===== config.mk =====
export PLATFORM = sky130hd
export DESIGN_NAME = ppg_window_stats_flat
export DESIGN_NICKNAME = d
export VERILOG_FILES = /design/src/rtl/ppg_window_stats_if.sv /design/src/rtl/ppg_window_stats.sv /design/src/flat_wrapper.sv
export SDC_FILE = /design/constraint.sdc
export NUM_CORES = 1
export LEC_CHECK = 0
export CAP_MARGIN = 5
export CORE_ASPECT_RATIO = 1.5
export CORE_UTILIZATION = 55
export CTS_BUF_LIST = sky130_fd_sc_hd__clkbuf_8
export DETAILED_ROUTE_END_ITERATION = 7
export GPL_TIMING_DRIVEN = 0
export HOLD_SLACK_MARGIN = 0.05
export PLACE_DENSITY_LB_ADDON = 0.15
export SLEW_MARGIN = 20
export SYNTH_ARGS = -nofsm -noshare
export SYNTH_HDL_FRONTEND = slang
export SYNTH_SLANG_ARGS = --single-unit

===== constraint.sdc =====
create_clock -name CLK -period 6.2 [get_ports CLK]
set_clock_uncertainty 0.15 [all_clocks]
set_input_delay 0.62 -clock CLK [delete_from_list [all_inputs] [get_ports CLK]]
set_output_delay 0.62 -clock CLK [all_outputs]
set_load 0.05 [all_outputs]

===== src/rtl/ppg_window_stats_if.sv =====
// LED-controller side of the PPG window statistics block.
// The controller drives the phase flags and held ADC samples; the block returns
// window statistics and beat information.
interface ppg_window_stats_if;
   logic        Enable;
   logic        LED_RED;
   logic        LED_IR;
   logic [7:0]  RED_ADC_Value;
   logic [7:0]  IR_ADC_Value;
   logic [7:0]  RED_AC;
   logic [7:0]  RED_DC;
   logic [7:0]  IR_AC;
   logic [7:0]  IR_DC;
   logic        Stats_Valid;
   logic        Beat;
   logic [15:0] Beat_Interval;
   logic        Interval_Valid;

   modport master (
      output Enable, LED_RED, LED_IR, RED_ADC_Value, IR_ADC_Value,
      input  RED_AC, RED_DC, IR_AC, IR_DC, Stats_Valid, Beat, Beat_Interval, Interval_Valid
   );

   modport slave (
      input  Enable, LED_RED, LED_IR, RED_ADC_Value, IR_ADC_Value,
      output RED_AC, RED_DC, IR_AC, IR_DC, Stats_Valid, Beat, Beat_Interval, Interval_Valid
   );
endinterface


===== src/rtl/ppg_window_stats.sv =====
// PPG window statistics: per-window AC/DC of red and IR samples plus an IR
// beat detector with hysteresis and beat-to-beat interval measurement.
module ppg_window_stats #(
   parameter int unsigned WINDOW = 100,
   parameter int unsigned HYST   = 8
) (
   input logic               CLK,
   input logic               rst_n,
   ppg_window_stats_if.slave ppg
);

   typedef enum logic [1:0] {StIdle, StFill, StPublish} state_e;

   state_e      state_q, state_d;
   logic        led_red_q, led_ir_q;
   logic        red_stb, ir_stb, win_close;
   logic [9:0]  win_cnt_q, win_cnt_d;
   logic [7:0]  red_max_q, red_max_d, red_min_q, red_min_d;
   logic [7:0]  ir_max_q, ir_max_d, ir_min_q, ir_min_d;
   logic        red_seen_q, red_seen_d;
   logic [7:0]  red_max_upd, red_min_upd, ir_max_upd, ir_min_upd;
   logic        red_seen_upd;
   logic [8:0]  red_sum, ir_sum;
   logic [7:0]  red_ac_q, red_ac_d, red_dc_q, red_dc_d;
   logic [7:0]  ir_ac_q, ir_ac_d, ir_dc_q, ir_dc_d;
   logic [7:0]  thr_q, thr_d, thr_hi, thr_lo;
   logic        beat_hi_q, beat_hi_d, beat_q, beat_d;
   logic        ivl_valid_q, ivl_valid_d, beat_seen_q, beat_seen_d;
   logic [15:0] ivl_cnt_q, ivl_cnt_d, beat_ivl_q, beat_ivl_d;

   // LED phase edge registers, sampled every cycle regardless of Enable
   always_ff @(posedge CLK or negedge rst_n) begin
      if (!rst_n) begin
         led_red_q <= 1'b0;
         led_ir_q  <= 1'b0;
      end else begin
         led_red_q <= ppg.LED_RED;
         led_ir_q  <= ppg.LED_IR;
      end
   end

   // Falling phase edge marks a fresh sample; ignored outside an active window
   assign red_stb   = led_red_q & ~ppg.LED_RED & ppg.Enable & (state_q != StIdle);
   assign ir_stb    = led_ir_q & ~ppg.LED_IR & ppg.Enable & (state_q != StIdle);
   assign win_close = ir_stb && ((32'(win_cnt_q) + 32'd1) == WINDOW);

   // Trackers including the sample arriving this cycle
   assign red_max_upd  = (red_stb && (ppg.RED_ADC_Value > red_max_q)) ? ppg.RED_ADC_Value
                                                                      : red_max_q;
   assign red_min_upd  = (red_stb && (ppg.RED_ADC_Value < red_min_q)) ? ppg.RED_ADC_Value
                                                                      : red_min_q;
   assign ir_max_upd   = (ir_stb && (ppg.IR_ADC_Value > ir_max_q)) ? ppg.IR_ADC_Value : ir_max_q;
   assign ir_min_upd   = (ir_stb && (ppg.IR_ADC_Value < ir_min_q)) ? ppg.IR_ADC_Value : ir_min_q;
   assign red_seen_upd = red_seen_q | red_stb;
   assign red_sum      = {1'b0, red_max_upd} + {1'b0, red_min_upd};
   assign ir_sum       = {1'b0, ir_max_upd} + {1'b0, ir_min_upd};

   // Hysteresis levels, clamped to the 8-bit code range
   always_comb begin
      thr_hi = 8'd255;
      if ((32'(thr_q) + HYST) <= 32'd255) thr_hi = 8'(32'(thr_q) + HYST);
      thr_lo = 8'd0;
      if (32'(thr_q) >= HYST) thr_lo = 8'(32'(thr_q) - HYST);
   end

   // Window FSM state register
   always_ff @(posedge CLK or negedge rst_n) begin
      if (!rst_n) state_q <= StIdle;
      else        state_q <= state_d;
   end

   // Window FSM next state
   always_comb begin
      state_d = state_q;
      case (state_q)
         StIdle:    if (ppg.Enable) state_d = StFill;
         StFill: begin
            if (!ppg.Enable)   state_d = StIdle;
            else if (win_close) state_d = StPublish;
         end
         StPublish: state_d = ppg.Enable ? StFill : StIdle;
         default:   state_d = StIdle;
      endcase
   end

   // Window FSM outputs
   always_comb begin
      ppg.Stats_Valid = (state_q == StPublish);
   end

   // Datapath next state: trackers, window close, beat detector, interval counter
   always_comb begin
      win_cnt_d   = win_cnt_q;
      red_max_d   = red_max_q;
      red_min_d   = red_min_q;
      ir_max_d    = ir_max_q;
      ir_min_d    = ir_min_q;
      red_seen_d  = red_seen_q;
      red_ac_d    = red_ac_q;
      red_dc_d    = red_dc_q;
      ir_ac_d     = ir_ac_q;
      ir_dc_d     = ir_dc_q;
      thr_d       = thr_q;
      beat_hi_d   = beat_hi_q;
      beat_seen_d = beat_seen_q;
      ivl_cnt_d   = ivl_cnt_q;
      beat_ivl_d  = beat_ivl_q;
      beat_d      = 1'b0;
      ivl_valid_d = 1'b0;
      if (state_q == StIdle) begin
         // Published values and THR survive; everything per-session restarts
         win_cnt_d   = '0;
         red_max_d   = '0;
         red_min_d   = '1;
         ir_max_d    = '0;
         ir_min_d    = '1;
         red_seen_d  = 1'b0;
         ivl_cnt_d   = '0;
         beat_seen_d = 1'b0;
         beat_hi_d   = 1'b0;
      end else begin
         red_max_d  = red_max_upd;
         red_min_d  = red_min_upd;
         ir_max_d   = ir_max_upd;
         ir_min_d   = ir_min_upd;
         red_seen_d = red_seen_upd;
         if (ir_stb) win_cnt_d = win_cnt_q + 10'd1;
         if (win_close) begin
            if (red_seen_upd) begin
               red_ac_d = red_max_upd - red_min_upd;
               red_dc_d = red_sum[8:1];
            end
            ir_ac_d    = ir_max_upd - ir_min_upd;
            ir_dc_d    = ir_sum[8:1];
            thr_d      = ir_sum[8:1];
            win_cnt_d  = '0;
            red_max_d  = '0;
            red_min_d  = '1;
            ir_max_d   = '0;
            ir_min_d   = '1;
            red_seen_d = 1'b0;
         end
         if (ir_stb) begin
            if (!beat_hi_q && (ppg.IR_ADC_Value >= thr_hi)) begin
               beat_hi_d   = 1'b1;
               beat_d      = 1'b1;
               beat_seen_d = 1'b1;
               // The beat sample opens the next interval
               ivl_cnt_d   = 16'd1;
               if (beat_seen_q) begin
                  beat_ivl_d  = ivl_cnt_q;
                  ivl_valid_d = 1'b1;
               end
            end else begin
               if (ivl_cnt_q != 16'hFFFF) ivl_cnt_d = ivl_cnt_q + 16'd1;
               if (beat_hi_q && (ppg.IR_ADC_Value <= thr_lo)) beat_hi_d = 1'b0;
            end
         end
      end
   end

   // Datapath registers
   always_ff @(posedge CLK or negedge rst_n) begin
      if (!rst_n) begin
         win_cnt_q   <= '0;
         red_max_q   <= '0;
         red_min_q   <= '1;
         ir_max_q    <= '0;
         ir_min_q    <= '1;
         red_seen_q  <= 1'b0;
         red_ac_q    <= '0;
         red_dc_q    <= '0;
         ir_ac_q     <= '0;
         ir_dc_q     <= '0;
         thr_q       <= 8'd128;
         beat_hi_q   <= 1'b0;
         beat_seen_q <= 1'b0;
         ivl_cnt_q   <= '0;
         beat_ivl_q  <= '0;
         beat_q      <= 1'b0;
         ivl_valid_q <= 1'b0;
      end else begin
         win_cnt_q   <= win_cnt_d;
         red_max_q   <= red_max_d;
         red_min_q   <= red_min_d;
         ir_max_q    <= ir_max_d;
         ir_min_q    <= ir_min_d;
         red_seen_q  <= red_seen_d;
         red_ac_q    <= red_ac_d;
         red_dc_q    <= red_dc_d;
         ir_ac_q     <= ir_ac_d;
         ir_dc_q     <= ir_dc_d;
         thr_q       <= thr_d;
         beat_hi_q   <= beat_hi_d;
         beat_seen_q <= beat_seen_d;
         ivl_cnt_q   <= ivl_cnt_d;
         beat_ivl_q  <= beat_ivl_d;
         beat_q      <= beat_d;
         ivl_valid_q <= ivl_valid_d;
      end
   end

   assign ppg.RED_AC         = red_ac_q;
   assign ppg.RED_DC         = red_dc_q;
   assign ppg.IR_AC          = ir_ac_q;
   assign ppg.IR_DC          = ir_dc_q;
   assign ppg.Beat           = beat_q;
   assign ppg.Beat_Interval  = beat_ivl_q;
   assign ppg.Interval_Valid = ivl_valid_q;

endmodule


===== src/flat_wrapper.sv =====
// flat-port wrapper written by rule: the top's interface ports become plain ports
module ppg_window_stats_flat 
#(
   parameter int unsigned WINDOW = 100,
   parameter int unsigned HYST   = 8
)
  (CLK, rst_n, ppg_Enable, ppg_LED_RED, ppg_LED_IR, ppg_RED_ADC_Value, ppg_IR_ADC_Value, ppg_RED_AC, ppg_RED_DC, ppg_IR_AC, ppg_IR_DC, ppg_Stats_Valid, ppg_Beat, ppg_Beat_Interval, ppg_Interval_Valid);
  ppg_window_stats_if ppg_i ();
  input logic CLK;
  input logic rst_n;
  input wire logic [$bits(ppg_i.Enable)-1:0] ppg_Enable;
  input wire logic [$bits(ppg_i.LED_RED)-1:0] ppg_LED_RED;
  input wire logic [$bits(ppg_i.LED_IR)-1:0] ppg_LED_IR;
  input wire logic [$bits(ppg_i.RED_ADC_Value)-1:0] ppg_RED_ADC_Value;
  input wire logic [$bits(ppg_i.IR_ADC_Value)-1:0] ppg_IR_ADC_Value;
  output wire logic [$bits(ppg_i.RED_AC)-1:0] ppg_RED_AC;
  output wire logic [$bits(ppg_i.RED_DC)-1:0] ppg_RED_DC;
  output wire logic [$bits(ppg_i.IR_AC)-1:0] ppg_IR_AC;
  output wire logic [$bits(ppg_i.IR_DC)-1:0] ppg_IR_DC;
  output wire logic [$bits(ppg_i.Stats_Valid)-1:0] ppg_Stats_Valid;
  output wire logic [$bits(ppg_i.Beat)-1:0] ppg_Beat;
  output wire logic [$bits(ppg_i.Beat_Interval)-1:0] ppg_Beat_Interval;
  output wire logic [$bits(ppg_i.Interval_Valid)-1:0] ppg_Interval_Valid;
  assign ppg_i.Enable = ppg_Enable;
  assign ppg_i.LED_RED = ppg_LED_RED;
  assign ppg_i.LED_IR = ppg_LED_IR;
  assign ppg_i.RED_ADC_Value = ppg_RED_ADC_Value;
  assign ppg_i.IR_ADC_Value = ppg_IR_ADC_Value;
  assign ppg_RED_AC = ppg_i.RED_AC;
  assign ppg_RED_DC = ppg_i.RED_DC;
  assign ppg_IR_AC = ppg_i.IR_AC;
  assign ppg_IR_DC = ppg_i.IR_DC;
  assign ppg_Stats_Valid = ppg_i.Stats_Valid;
  assign ppg_Beat = ppg_i.Beat;
  assign ppg_Beat_Interval = ppg_i.Beat_Interval;
  assign ppg_Interval_Valid = ppg_i.Interval_Valid;
  ppg_window_stats #(.WINDOW(WINDOW), .HYST(HYST)) u_core (.CLK(CLK), .rst_n(rst_n), .ppg(ppg_i));
endmodule

==> summary.md <==
| Metric | Value |
|---|---|
| Status | `completed` |
| CP arrival | `5.46 ns` |
| Worst skew pair latency | `0.45 ns` |
| Crit path kind | `in -> reg` |
| Crit start category | `primary input` |
| Dominant synthesized flop cell | `dfrtp_1` |
| Slew @ Worst Pin | `0.740 ns` |
| Final worst setup slack | `0.950 ns` |
| Placeable Area | `0.0134 sq mm` |
| Longest Clk Path Bufs | `2` |
| Mapped Area | `0.00754 sq mm` |
| Full die area | `0.0142 sq mm` |
| Final slew viol count | `0` |
| Worst r2r dst | `u_core.ppg.RED_AC[7]` |
| I/O Buffers | `71` |
| Hold path start | `u_core.ppg.RED_AC[0]` |
| Total congestion overflow | `0` |
| Hold buffers post-CTS | `1` |
| Final wirelength | `17700 microns` |
| Clock tree from TritonCTS | `built` |
| Buf/Inv on CP | `4` |
| Power density cells | `191 mW/mm^2` |
| Req. time, crit path | `6.41 ns` |
| Synth top area cells | `dfrtp_1 33%, ha_1 14%, dfstp_2 5.9%, mux2_2 4.8%, nand2_1 4.0%` |
| Die X-Extent | `97.6 microns` |
| Sequential element share of the synthesized area | `38.8%` |
| FP Rows | `52` |
| Initial antenna violation count | `0` |
| Hold WC Path Type | `reg -> reg` |
| Sequential cell area | `0.00292 sq mm` |
| Pre-CTS WS | `0.620 ns` |
| P&R area growth vs syn | `17.9%` |
| Hold Path End | `u_core.ppg.RED_AC[0]` |
| Uppermost routed layer | `met4` |
| N_diodes | `0` |
| Detailed placement HPWL | `13700 microns` |
| CTS root buf | `clkbuf_8` |
| Fin crit period | `5.25 ns` |
| Layout Cells excl Fill | `1070` |
| Hold Vio Cnt, Final | `0` |
| Critical Path End Type | `register` |
| Unrepaired setup endpoints after global routing | `no` |
| Final core utilization | `66.3%` |
| Total clock sinks | `116` |
| Hold_ws | `0.329 ns` |
| Multi-input gate area | `0.00422 sq mm` |
| Vias per cell | `5.79` |
| Slowest-stage cell, CP | `a311oi_1` |
| Internal reg-to-reg setup slack | `1.28 ns` |
| Detail Route Antenna Nets | `0` |
| Area leader, netlist | `dfrtp_1` |
| Endpoints failing setup | `0` |
| Syn Area/Cell | `9.37 sq um` |
| Routed vias | `6192` |
| Iteration-0 DRC count of the detailed router | `256` |
| Peak supply drop | `0.199 mV` |
| Filler cells | `1076` |
| Synth top area share | `32.9%` |
| Final Net Count | `1002` |
| Htree depth | `4` |
| Global-route wire length before repair | `29900 microns` |
| Chip height | `145 microns` |
| Top Ports | `72` |
| Hold path depth | `2` |
| Worst-path clk slew | `0.07 ns` |
| Final worst-path cycle share | `84.7%` |
| Synth warnings | `0` |
| Reg-to-reg startpoint | `u_core.red_max_q[5]` |
| Final GP Congestion | `0.910` |
| CP max stage delay | `0.58 ns` |
| Avg WL per Cell | `16.6 microns` |
| LEAKAGE | `4.27 nW` |
| Post-synth EDFFs | `0` |
| Max-slew headroom | `50.6%` |
| Post-synthesis register bit count | `116` |
| Post-Syn Nets | `910` |
| Post-CTS Setup Bufs | `0` |
| Post-CTS sizing | `0` |
| Vias in the first global route | `6410` |
| CP delay by family, top | `compound AO/OA/AOI/OAI gates` |
| Wire length on met1 | `6950 microns` |
| Pre-antenna DRT Iters | `4` |
| Starting Density | `56.2%` |
| Max-Cap Viols | `0` |
| Layout cells sized above 1 | `11.2%` |
| Synth cell types | `60` |
| Fmax | `190 MHz` |
| DR WL met3 | `630 microns` |
| R2R cell count | `16` |
| Largest net degree at the start of global routing | `61` |
| Synth async-reset ratio | `100%` |
| CP dominant cell by count | `clkbuf_1` |
| Mapped Cells | `804` |
| Crit-path cells | `clkdlybuf4s50_1 > ha_1 > a211oi_1 > o21ai_0 > a2111oi_0 > or2_2 > clkbuf_1 > clkbuf_1 > mux2_2 > ha_1 > clkbuf_1 > nand2b_1 > o22ai_1 > a311oi_1 > a21oi_1 > o211ai_1` |
| CTS Buf Count | `17` |
| CP max FO | `10` |
| DR DRC count | `0` |
| DR WL met2 | `9280 microns` |
| Dpl cells | `1038` |
| Tot GR Track Use | `26.3%` |
==> layer usage <==
metal / vias to the layer above / track usage [%]
li1: 2967 / -
met1: 3020 / 28.8
met2: 150 / 46.6
met3: 55 / 4.80
met4: 0 / 15.9
met5: - / 0
==> worst max-delay path by stage <==
stage               cells past startpoint                 start  slack (ns)                            to
finish                                 16  ppg_RED_ADC_Value[5]        0.95          u_core.ppg.RED_AC[7]
global route                           16  ppg_RED_ADC_Value[5]        0.65          u_core.ppg.RED_AC[7]
CTS                                    16  ppg_RED_ADC_Value[5]        1.04          u_core.ppg.RED_AC[7]
detailed placement                     16  ppg_RED_ADC_Value[5]        0.62          u_core.ppg.RED_AC[7]
global placement                        1                 rst_n       -0.13  u_core.ppg.Beat_Interval[12]
floorplan                              18  ppg_RED_ADC_Value[5]        1.80          u_core.ppg.RED_DC[6]
==> final cells by class <==
cell class              count  area share [%]
plain buffers              33            1.87
clock buffers              17            2.63
clock inverters            14            1.83
inverters                  60            2.53
multi-input cells         595            47.5
flip-flops and latches    116            32.9
well taps                 162            2.28
repair buffers             73            8.44
==> cells in the final DEF (no fill, tap or decap), types with 4 or more instances in the layout <==
cell | synthesis | routed
a21o_1 | 18 | 18
a21oi_1 | 39 | 39
a31oi_1 | 4 | 4
and2_1 | 18 | 18
and3_1 | 6 | 6
and4_1 | 6 | 6
buf_4 | 7 | 7
clkbuf_1 | 23 | 23
clkbuf_8 | 0 | 17
clkdlybuf4s50_1 | 0 | 70
clkinv_2 | 0 | 4
dfrtp_1 | 99 | 99
dfstp_2 | 17 | 17
ha_1 | 83 | 83
inv_1 | 59 | 60
mux2_2 | 32 | 32
mux2i_1 | 10 | 10
nand2_1 | 81 | 81
nand2b_1 | 14 | 14
nand3_1 | 15 | 15
nand4_1 | 10 | 10
nor2_1 | 74 | 74
nor2b_1 | 6 | 6
nor3_1 | 4 | 4
o211ai_1 | 19 | 19
o21a_1 | 9 | 9
o21ai_0 | 47 | 47
o21bai_1 | 9 | 9
or2_2 | 5 | 5
or3_1 | 5 | 5
xnor2_1 | 21 | 21
xor2_1 | 19 | 19
==> Yosys cell counts (5+ instances only) <==
master	count
dfstp_2	17
inv_1	59
a21o_1	18
mux2_2	32
and4_1	6
nand2b_1	14
o211ai_1	19
clkbuf_1	23
dfrtp_1	99
or2_2	5
and3_1	6
ha_1	83
o21a_1	9
o21ai_0	47
o21bai_1	9
xor2_1	19
nand3_1	15
a21oi_1	39
buf_4	7
xnor2_1	21
nor2b_1	6
and2_1	18
mux2i_1	10
or3_1	5
nand4_1	10
nand2_1	81
nor2_1	74
==> state kept, by name, indices dropped and copies added (netlist names), 2 cells and up <==
register,count
u_core.ir_max_q,8
u_core.ir_min_q,8
u_core.ivl_cnt_q,16
u_core.ppg.Beat_Interval,16
u_core.ppg.IR_AC,8
u_core.ppg.RED_AC,8
u_core.ppg.RED_DC,8
u_core.red_max_q,8
u_core.red_min_q,8
u_core.state_q,2
u_core.thr_q,8
u_core.win_cnt_q,10
==> cell families (layout without fill, tap and decap cells) <==
family	after synthesis	count (layout)	synth area share, %
AOI/OAI and AO/OA	173	173	14.7
xor gates and xnor gates	40	40	4.65
adders and majority gates	85	85	14.3
buffers and inverters	93	197	5.20
DFF	116	116	38.8
muxes	42	42	6.11
and+or+nand+nor	255	255	16.2
==> report_power, final <==
group	total [mW]	switching (mW)	leakage, nW	internal, mW
combinational	0.207	0.126	2.52	0.0811
sequential	0.774	0.00514	1.55	0.768
clock	0.719	0.327	0.199	0.392
==> tightest hold or removal path, stage by stage, from the launching register on <==
cell     delay, ns
dfrtp_1       0.35
nand2_1       0.05
nand2_1       0.05
==> per-stage QoR <==
step           cell area (sq um)  setup TNS, ns  total power, mW
6_report                    8880              0             1.70
5_1_grt                     8880              0             1.77
4_1_cts                     8880              0             1.71
3_5_place_dp                8480              0            0.994
3_3_place_gp                8450         -11.44            0.985
2_1_floorplan               7540              0            0.914
Power figures use the tool's default switching activity.
